**src/rtl/cpu_types_pkg.sv**
```systemverilog
// Shared pipeline types: word/register types, ALU opcodes, forwarding selects,
// and the latched ID/EX record used by id_ex_stage.
package cpu_types_pkg;

  localparam int WORD_W = 32;
  localparam int REG_W  = 5;

  typedef logic [WORD_W-1:0] word_t;
  typedef logic [REG_W-1:0]  regbits_t;

  typedef enum logic [3:0] {
    ALU_SLL  = 4'd0,
    ALU_SRL  = 4'd1,
    ALU_ADD  = 4'd2,
    ALU_SUB  = 4'd3,
    ALU_AND  = 4'd4,
    ALU_OR   = 4'd5,
    ALU_XOR  = 4'd6,
    ALU_NOR  = 4'd7,
    ALU_SLT  = 4'd8,
    ALU_SLTU = 4'd9
  } aluop_t;

  typedef enum logic [1:0] {
    FWD_NONE  = 2'd0,
    FWD_EXMEM = 2'd1,
    FWD_MEMWB = 2'd2
  } fwd_sel_t;

  typedef struct packed {
    logic     valid;
    logic     regwrite;
    logic     memread;
    logic     alusrc;
    logic     shift;
    aluop_t   aluop;
    regbits_t rs;
    regbits_t rt;
    regbits_t dest;
    regbits_t shamt;
    word_t    rdat1;
    word_t    rdat2;
    word_t    imm;
  } id_ex_t;

  localparam id_ex_t ID_EX_BUBBLE = '0;

  function automatic word_t fwd_mux(fwd_sel_t sel, word_t lat, word_t exmem, word_t memwb);
    case (sel)
      FWD_EXMEM: fwd_mux = exmem;
      FWD_MEMWB: fwd_mux = memwb;
      default:   fwd_mux = lat;
    endcase
  endfunction

endpackage

```
**src/rtl/forward_unit.sv**
```systemverilog
// Combinational forwarding-source selection for the latched rs and rt indices.
// Register 0 never forwards; EX/MEM takes precedence over MEM/WB.
module forward_unit
  import cpu_types_pkg::*;
#(
  parameter int REG_W = 5
) (
  input  logic [REG_W-1:0] rs_i,
  input  logic [REG_W-1:0] rt_i,
  input  logic             exmem_regwrite_i,
  input  logic [REG_W-1:0] exmem_dest_i,
  input  logic             memwb_regwrite_i,
  input  logic [REG_W-1:0] memwb_dest_i,
  output fwd_sel_t         rs_sel_o,
  output fwd_sel_t         rt_sel_o
);

  logic [1:0][REG_W-1:0] src;
  assign src = {rt_i, rs_i};

  for (genvar gi = 0; gi < 2; gi++) begin : g_src
    fwd_sel_t sel;
    assign sel = (src[gi] == '0)                                   ? FWD_NONE  :
                 (exmem_regwrite_i && (exmem_dest_i == src[gi]))   ? FWD_EXMEM :
                 (memwb_regwrite_i && (memwb_dest_i == src[gi]))   ? FWD_MEMWB :
                                                                     FWD_NONE;
  end

  assign rs_sel_o = g_src[0].sel;
  assign rt_sel_o = g_src[1].sel;

endmodule

```
**src/rtl/id_ex_stage.sv**
```systemverilog
// ID/EX pipeline register with operand forwarding and hazard stall generation.
// Define ID_EX_FORWARD_EN to enable EX/MEM and MEM/WB forwarding (load-use stall only).
module id_ex_stage
  import cpu_types_pkg::*;
#(
  parameter int WORD_W = 32,
  parameter int REG_W  = 5
) (
  input  logic              CLK,
  input  logic              nRST,
  input  logic              en,
  input  logic              flush,
  input  logic              id_valid,
  input  aluop_t            id_aluop,
  input  logic [WORD_W-1:0] id_rdat1,
  input  logic [WORD_W-1:0] id_rdat2,
  input  logic [REG_W-1:0]  id_rs,
  input  logic [REG_W-1:0]  id_rt,
  input  logic [REG_W-1:0]  id_dest,
  input  logic [WORD_W-1:0] id_imm,
  input  logic              id_alusrc,
  input  logic              id_shift,
  input  logic [REG_W-1:0]  id_shamt,
  input  logic              id_regwrite,
  input  logic              id_memread,
  input  logic              exmem_regwrite,
  input  logic [REG_W-1:0]  exmem_dest,
  input  logic [WORD_W-1:0] exmem_result,
  input  logic              memwb_regwrite,
  input  logic [REG_W-1:0]  memwb_dest,
  input  logic [WORD_W-1:0] memwb_wdat,
  output aluop_t            aluop,
  output logic [WORD_W-1:0] portA,
  output logic [WORD_W-1:0] portB,
  output logic              ex_valid,
  output logic              ex_regwrite,
  output logic              ex_memread,
  output logic [REG_W-1:0]  ex_dest,
  output logic [WORD_W-1:0] ex_store_data,
  output logic              stall
);

  id_ex_t            ex_q, ex_d;
  fwd_sel_t          sel_rs, sel_rt;
  logic [WORD_W-1:0] fwd_rs, fwd_rt;

  always_comb begin
    ex_d = ex_q;
    if (en) begin
      if (flush || stall) begin
        ex_d = ID_EX_BUBBLE;
      end else begin
        ex_d.valid    = id_valid;
        ex_d.regwrite = id_regwrite;
        ex_d.memread  = id_memread;
        ex_d.alusrc   = id_alusrc;
        ex_d.shift    = id_shift;
        ex_d.aluop    = id_aluop;
        ex_d.rs       = id_rs;
        ex_d.rt       = id_rt;
        ex_d.dest     = id_dest;
        ex_d.shamt    = id_shamt;
        ex_d.rdat1    = id_rdat1;
        ex_d.rdat2    = id_rdat2;
        ex_d.imm      = id_imm;
      end
    end
  end

  always_ff @(posedge CLK or negedge nRST) begin
    if (!nRST) begin
      ex_q <= ID_EX_BUBBLE;
    end else begin
      ex_q <= ex_d;
    end
  end

  forward_unit #(.REG_W(REG_W)) u_forward_unit (
    .rs_i             (ex_q.rs),
    .rt_i             (ex_q.rt),
    .exmem_regwrite_i (exmem_regwrite),
    .exmem_dest_i     (exmem_dest),
    .memwb_regwrite_i (memwb_regwrite),
    .memwb_dest_i     (memwb_dest),
    .rs_sel_o         (sel_rs),
    .rt_sel_o         (sel_rt)
  );

`ifdef ID_EX_FORWARD_EN
  assign fwd_rs = fwd_mux(sel_rs, ex_q.rdat1, exmem_result, memwb_wdat);
  assign fwd_rt = fwd_mux(sel_rt, ex_q.rdat2, exmem_result, memwb_wdat);

  // Only a load in EX cannot be forwarded in time; both sources are compared.
  assign stall = ex_q.valid && ex_q.memread && ex_q.regwrite && (ex_q.dest != '0) &&
                 id_valid && ((id_rs == ex_q.dest) || (id_rt == ex_q.dest));
`else
  logic rs_hit, rt_hit;
  logic unused_fwd;

  assign fwd_rs = ex_q.rdat1;
  assign fwd_rt = ex_q.rdat2;

  // MEM/WB is exempt: the register file writes in the first half-cycle.
  assign rs_hit = (id_rs != '0) &&
                  ((ex_q.valid && ex_q.regwrite && (id_rs == ex_q.dest)) ||
                   (exmem_regwrite && (id_rs == exmem_dest)));
  assign rt_hit = (id_rt != '0) &&
                  ((ex_q.valid && ex_q.regwrite && (id_rt == ex_q.dest)) ||
                   (exmem_regwrite && (id_rt == exmem_dest)));
  assign stall  = id_valid && (rs_hit || rt_hit);

  assign unused_fwd = ^{sel_rs, sel_rt, exmem_result, memwb_wdat};
`endif

  assign aluop         = ex_q.aluop;
  assign ex_valid      = ex_q.valid;
  assign ex_regwrite   = ex_q.regwrite;
  assign ex_memread    = ex_q.memread;
  assign ex_dest       = ex_q.dest;
  assign portA         = ex_q.shift ? fwd_rt : fwd_rs;
  assign portB         = ex_q.shift  ? {{(WORD_W-REG_W){1'b0}}, ex_q.shamt} :
                         ex_q.alusrc ? ex_q.imm : fwd_rt;
  assign ex_store_data = fwd_rt;

endmodule

```
**config.mk**
```make
export PLATFORM = sky130hd
export DESIGN_NAME = id_ex_stage
export DESIGN_NICKNAME = d
export VERILOG_FILES = /design/src/rtl/cpu_types_pkg.sv /design/src/rtl/forward_unit.sv /design/src/rtl/id_ex_stage.sv
export SDC_FILE = /design/constraint.sdc
export NUM_CORES = 1
export LEC_CHECK = 0
export CORE_MARGIN = 5
export CORE_UTILIZATION = 44
export DETAILED_ROUTE_END_ITERATION = 16
export PLACE_DENSITY = 0.86
export REMOVE_ABC_BUFFERS = 1
export SYNTH_ARGS = -nofsm -noshare
export SYNTH_HDL_FRONTEND = slang
export SYNTH_SLANG_ARGS = --single-unit
```
**constraint.sdc**
```tcl
create_clock -name CLK -period 3.3 [get_ports CLK]
set_input_delay 0.66 -clock CLK [delete_from_list [all_inputs] [get_ports CLK]]
set_output_delay 0.66 -clock CLK [all_outputs]
set_load 0.005 [all_outputs]
```
# Yosys cells after proc, flatten, opt, wreduce, memory -nomap -nowiden
# Cells that the tools add are included.
# word_totals
reg_bits	115
latchBits	0
ramBits	0
mem_bits_ro	0
in_bits	205
output_inout_bits	109
n_memories	0
# classes
addsub	0
n_mul	0
div_mod_pow	0
magnitude_cmp	0
eq_ne	4
shift	0
n_mux	4
bitwise_logic	0
n_reduce_logical	14
# ops
operator	count
2-to-1 mux 125 bit	1
2-to-1 mux 32 bit	3
equality test 5 bit	4
nonzero test 5 bit	2
logical AND 1 bit	8
logical OR 1 bit	4

# Logic depth before layout (Yosys ltp)
# Gate-level depths: netlist (run 1).
# depth
depth_word	8
mapped_depth	7
mapped_depth_nobuf	5

# Least setup slack after synthesis (run 1)
# Ideal clock, no wire load.
# synth_path
path_kind	input to output
from	in id_rt[1]
to	out stall
arrival_time_ns	1.796
path_slack_ns	0.844
path_stages	5
path_buffers	1
path_cell_list	or4_1 o211ai_1 o22a_1 a21oi_2 buf_2
# synth_via
elab_chain_cells	6
# synth_rtl
item	line	rtl
start, declared	id_ex_stage.sv:18	input logic [REG_W-1:0] id_rt,
equality test 5 bit (on tied branches)	id_ex_stage.sv:108, id_ex_stage.sv:109	
logical AND 1 bit (on tied branches)	id_ex_stage.sv:108, id_ex_stage.sv:109	
logical OR 1 bit	id_ex_stage.sv:108	((ex_q.valid && ex_q.regwrite && (id_rt == ex_q.dest)) ||
logical AND 1 bit (*)	id_ex_stage.sv:107	assign rt_hit = (id_rt != '0) &&
logical OR 1 bit (*)	id_ex_stage.sv:110	assign stall = id_valid && (rs_hit || rt_hit);
logical AND 1 bit (*)	id_ex_stage.sv:110	
end, declared	id_ex_stage.sv:40	output logic stall
# Every way passes the cells marked *; elsewhere a longest branch is shown, timed or not.

# Worst setup path in the final report (run 1)
# Same ends and word-level chain as after synthesis.

==> results_dict.tcl, run 1 <==
set metrics [dict create \
    worst_slew_pin_slew_ns 0.700 \
    worstPathArrival_ns 2.56 \
    cts_setup_buffers 0 \
    path_max_fanout 2 \
    slowest_delay_ns 0.56 \
    maxCapViolCount 0 \
    antenna_found_initial 0 \
    fin_area_um2 9330 \
    clk_latency_ns 0.41 \
    intPower_mw 3.35 \
    die_x_um 130 \
    first_pass_iters 5 \
    rows 44 \
    viasPerCell 5.03 \
    setup_viol 0 \
    yosysWarnings 0 \
    grt_pass1_vias 5757 \
    clkPwrFrac_pct 42.8 \
    skew_ns 0.00572 \
    syn_area_per_cell_um2 8.80 \
    route.detailed.drc 0 \
    grt-ovfl-total 0 \
    n_fill_cell 1186 \
    clockRootBuffer "clkbuf_16" \
    critical-path-slowest-cell "or4_4" \
    drtAntennaViolNets 0 \
    cts_tree "done" \
    final_max_slew_viol_count 0 \
    seqPwrFrac_pct 36.6 \
    area_growth_pct 46.5 \
    die_h_um 130 \
    nNetsFinal 1119 \
    critPathKind "input port to output port" \
    hold_class "input port to async pin" \
    synth_cells 724 \
    postPlaceCellArea_um2 8700 \
    crit_family "buffers and inverters" \
    gr-usage-all-layers_pct 21.9 \
    startpoint_type "input port" \
    grt_pass1_wl_um 29000 \
    p_leak_nw 3.91 \
    gp_congestion 0.877 \
    yosysSeqAreaShare_pct 45.2 \
    hold_violations 0 \
    cts_buffer_depth 2 \
    grt_setup_unrepaired "false" \
    wl_um 18600 \
    htreeDepth 4 \
    cts.reportedPaths.clkPinSlew_ns 0.05 \
    first_iter_violations 285 \
    boundaryPins 314 \
    grt_max_degree 117 \
    die-area_um2 17000 \
    core-area_um2 14400 \
    fin_crit_sh_pct 97.4 \
    portBuffers 243 \
    hpwl_um 12800 \
    power_density_nw_per_um2 477 \
    switching_power_mw 1.10 \
    netlist.area_leader.share_pct 45.2 \
    synth_area_leaders "dfrtp_1, o22ai_2, nand2_1" \
    max_freq_mhz 311 \
    wire_per_inst_um 16.7 \
    start_util_pct 44.3 \
    crit_chain "clkdlybuf4s50_1, or4_4, o211ai_1, o22a_1, a21oi_4, dlygate4sd2_1" \
    finalCriticalPeriod_ns 3.22 \
    ys_types 21 \
    ir_worst_vdd_mv 0.333 \
    required_ns 2.64 \
    power_frac_comb_pct 20.6 \
    cts_sinks 115 \
    relSlewSlack_pct 53.3 \
    dr_total_vias 5593 \
    outcome "finished, final reports clean" \
    finish.utilization_pct 64.9 \
    yosysTopAreaCell "dfrtp_1" \
    cp-end-kind "output port" \
    swShare_pct 24.7 \
    synthesis.area_um2 6370 \
    cts-buffers-inserted 17 \
    path_buf_inv 2 \
    antenna_cells 0 \
    drive_gt1_share_pct 11.9 \
    synth-seq-cells 115 \
    hold_buffers 0 \
]
==> synthesized netlist by cell type <==
| master | count |
|---|---|
| nor2b_1 | 1 |
| clkbuf_1 | 42 |
| nand2_1 | 151 |
| o21ai_0 | 38 |
| dfrtp_1 | 115 |
| mux2i_1 | 32 |
| buf_4 | 41 |
| o22ai_1 | 64 |
| buf_6 | 6 |
| o22a_1 | 2 |
| nand4_1 | 5 |
| nor2_1 | 28 |
| or4_1 | 2 |
| xnor2_1 | 20 |
| inv_1 | 116 |
| a21oi_2 | 1 |
| o211ai_1 | 4 |
| buf_1 | 1 |
| o22ai_2 | 50 |
| buf_2 | 4 |
| and2_1 | 1 |
==> cell type report <==
type / instances / area, µm² / share of cell area [%]
Tap cell: 184 / 230 / 2.47
Multi-Input combinational cell: 399 / 2520 / 27.0
Sequential cell: 115 / 2880 / 30.9
Clock inverter: 9 / 125 / 1.34
Inverter: 116 / 435 / 4.67
Clock buffer: 23 / 498 / 5.34
Timing Repair Buffer: 265 / 2640 / 28.3
==> per-layer routing <==
layer / track usage [%] / vias up / wire length (µm)
li1: - / 2706 / -
met1: 26.2 / 2659 / 7400
met2: 36.8 / 192 / 9230
met3: 6.92 / 36 / 1470
met4: 8.68 / 0 / 472
met5: 0 / - / 0
==> per-stage QoR <==
| step | cells | TNS (ns) | hold WS (ns) | total power [mW] | setup slack, ns |
|---|---|---|---|---|---|
| final | 1111 | 0 | 0.238 | 4.45 | 0.0848 |
| after global routing | 1111 | 0 | 0.272 | 4.65 | 0.0119 |
| after CTS | 1111 | 0 | 0.241 | 4.49 | 0.0689 |
| after detailed placement | 1079 | -0.112 | 0.520 | 2.57 | -0.112 |
| after global placement | 1079 | -0.0382 | 0.513 | 2.54 | -0.0382 |
| after floorplan | 630 | -186.09 | 0.364 | 1.97 | -1.71 |
==> power by group through the flow <==
| stage | Sequential (mW) | Combinational [mW] | Clock [mW] |
|---|---|---|---|
| floorplan | 1.64 | 0.321 | 0 |
| global placement | 1.64 | 0.901 | 0 |
| detailed placement | 1.65 | 0.919 | 0 |
| CTS | 1.63 | 0.928 | 1.94 |
| global route | 1.64 | 0.997 | 2.01 |
| finish | 1.63 | 0.916 | 1.91 |
==> registers in the layout (all words and copies together) (netlist names) <==
name           cells
ex_q              39
ex_store_data     32
fwd_rs            32
ex_dest            5
aluop              4
ex_memread         1
ex_regwrite        1
ex_valid           1
==> worst paths after layout <==
check                      depth (start not counted)                to  slack, ns        from
min in group CLK                                   2          aluop[2]       0.53    aluop[2]
setup / recovery                                   6             stall       0.08    id_rt[1]
setup reg to reg                                   7          aluop[1]       0.83  ex_dest[1]
max in group asynchronous                          2         ex_q[121]       2.34        nRST
hold reg to reg                                    2          aluop[2]       0.53    aluop[2]
hold / removal                                     1  ex_store_data[3]       0.24        nRST
==> timing repair <==
action | 4_1_cts | 5_1_grt
resized for setup | 2 | 0
pin swaps | 2 | 1
endpoints found under the setup margin | 1 | 1
==> cell families after synthesis <==
group	synth area share [%]
muxes	5.03
xor gates and xnor gates	2.75
and+or+nand+nor	11.5
DFF	45.2
AOI/OAI and AO/OA	20.0
buffers and inverters	15.6
==> cells in the final DEF (no fill, tap or decap), types with 2 or more instances in the layout <==
| cell type | count |
|---|---|
| clkbuf_16 | 17 |
| inv_1 | 116 |
| o21ai_0 | 38 |
| clkinvlp_4 | 2 |
| bufinv_16 | 3 |
| nor2_1 | 28 |
| clkbuf_8 | 5 |
| buf_4 | 20 |
| nand2_1 | 151 |
| dfrtp_1 | 113 |
| nand4_1 | 5 |
| o22ai_1 | 64 |
| buf_12 | 4 |
| o211ai_1 | 4 |
| xnor2_1 | 20 |
| o22a_1 | 2 |
| clkinv_2 | 4 |
| clkdlybuf4s50_1 | 240 |
| o22ai_2 | 50 |
| mux2i_1 | 32 |
(Power assumes the default switching activity.)
==> run 2: changes to the inputs <==
PLACE_DENSITY = not set   (was 0.86)
PLACE_DENSITY_LB_ADDON = 0.12   (was not set)
REMOVE_ABC_BUFFERS = not set   (was 1)
==> results_dict.tcl, run 2 (synthesized netlist as in run 1, its figures left out) <==
set metrics [dict create \
    hold_buffers 0 \
    crit_family "buffers and inverters" \
    cts_tree "done" \
    crit_start "id_rs[2]" \
    layout.cells.most_common "clkdlybuf4s50_1" \
    largest_register "ex_q" \
    skew_ns 0.00842 \
    maxCapViolCount 0 \
    worst-path-stages 6 \
    fin_area_um2 9250 \
    switching_power_mw 1.07 \
    wl_um 18900 \
    grt-ovfl-total 0 \
    reg2reg_slack_ns 0.86 \
    postPlaceCellArea_um2 8660 \
    cts_sinks 115 \
    cts-buffers-inserted 17 \
    grt_pass1_vias 5766 \
    swShare_pct 24.7 \
    slowest_delay_ns 0.56 \
    crit_chain "clkdlybuf4s50_1, or4_1, o211ai_1, o22a_1, a21oi_4, dlygate4sd2_1" \
    cts.reportedPaths.clkPinSlew_ns 0.05 \
    power_density_nw_per_um2 470 \
    htreeDepth 4 \
    final_cell_mix "clkdlybuf4s50_1, nand2_1, inv_1" \
    finalCriticalPeriod_ns 3.14 \
    fin_crit_sh_pct 95.1 \
    p_total_mw 4.34 \
    clockRootBuffer "clkbuf_16" \
    hold_class "input port to async pin" \
    critPathKind "input port to output port" \
    syn_nets 929 \
    hpwl_um 13100 \
    drtAntennaViolNets 0 \
    die-area_um2 17000 \
    worstPathArrival_ns 2.48 \
    die_x_um 130 \
    place_inst 1074 \
    path_buf_inv 2 \
    power_frac_comb_pct 21.1 \
    die_h_um 130 \
    max_freq_mhz 318 \
    critical-path-slowest-cell "or4_1" \
    cts_buffer_depth 2 \
    clkPwrFrac_pct 41.4 \
    r2r-end "ex_q[22]" \
    route.detailed.drc 0 \
    grt_pass1_wl_um 29400 \
    required_ns 2.64 \
    setup_viol 0 \
    start_util_pct 44.3 \
    gp_congestion 0.926 \
    largest_reg_flops 39 \
    fin_cells 1105 \
    seqPwrFrac_pct 37.4 \
    nNetsFinal 1114 \
    first_pass_iters 5 \
    gr-usage-all-layers_pct 22.3 \
    area_growth_pct 45.2 \
    relSlewSlack_pct 48.6 \
    intPower_mw 3.27 \
    worst_slew_pin_slew_ns 0.772 \
    cp-endpoint "stall" \
    portBuffers 243 \
    p_leak_nw 3.87 \
    antenna_found_initial 0 \
    ir_worst_vdd_mv 0.344 \
    grt_max_degree 82 \
    core-area_um2 14400 \
    boundaryPins 314 \
    outcome "finished, final reports clean" \
    r2r_start "ex_dest[3]" \
    path_max_fanout 2 \
    wire_per_inst_um 17.1 \
    startpoint_type "input port" \
    whs_ns 0.299 \
    rows 44 \
    dr_total_vias 5586 \
    clk_latency_ns 0.40 \
    viasPerCell 5.06 \
    grt_setup_unrepaired "false" \
    hold_violations 0 \
    antenna_cells 0 \
    reg2reg_depth 7 \
    final_max_slew_viol_count 0 \
    finish.utilization_pct 64.4 \
    drive_gt1_share_pct 10.7 \
    cp-end-kind "output port" \
    first_iter_violations 290 \
]
-- run 2: cell type report --
class	count	area, µm²
inverters	116	435
well taps	184	230
repair buffers	260	2600
fillers	1219	5120
clock buffers	27	513
clock inverters	4	70.1
flip-flops and latches	115	2880
multi-input cells	399	2510
-- run 2: repair_timing --
action	4_1_cts	5_1_grt
setup endpoints to repair	1	0
endpoints found under the hold margin	0	0
setup buffers	0	0
gates resized for setup	1	0
-- run 2: routing by layer --
metal  vias up  wire length (µm)  track usage (%)  share of wire [%]
met5         -                 0                0                  0
li1       2694                 -                -                  -
met2       169              9410             37.2                 50
met4         0               246             6.85                1.3
met3        18              1250             6.55                6.6
met1      2705              8030             27.9                 42
-- run 2: per-stage QoR --
stage          setup TNS [ns]  setup slack, ns
2_1_floorplan               0            0.844
3_5_place_dp          -0.0481          -0.0481
4_1_cts                     0            0.152
6_report                    0            0.160
5_1_grt                     0           0.0700
3_3_place_gp          -0.0232          -0.0232
-- run 2: how the worst min path moves through the flow --
| stage | depth (start not counted) | slack, ns | end | startpoint |
|---|---|---|---|---|
| finish | 1 | 0.30 | fwd_rs[17] | nRST |
| global route | 1 | 0.35 | fwd_rs[17] | nRST |
| CTS | 1 | 0.31 | fwd_rs[17] | nRST |
| detailed placement | 2 | 0.53 | aluop[3] | aluop[3] |
| global placement | 2 | 0.52 | aluop[2] | aluop[2] |
| floorplan | 0 | 0.36 | aluop[0] | nRST |
-- run 2: power by group through the flow --
stage / logic [mW] / registers [mW] / clock network (mW)
final: 0.917 / 1.63 / 1.80
after CTS: 0.928 / 1.63 / 1.84
after global placement: 0.905 / 1.64 / 0
after floorplan: 0.442 / 1.61 / 0
after global routing: 0.998 / 1.64 / 1.90
after detailed placement: 0.919 / 1.65 / 0
==> run 3: changes to the inputs <==
CTS_CLUSTER_DIAMETER = 40   (was not set)
SLEW_MARGIN = 20   (was not set)
==> results of run 3 <==
No change in the layout: final DEF, timing and power equal those of run 2.
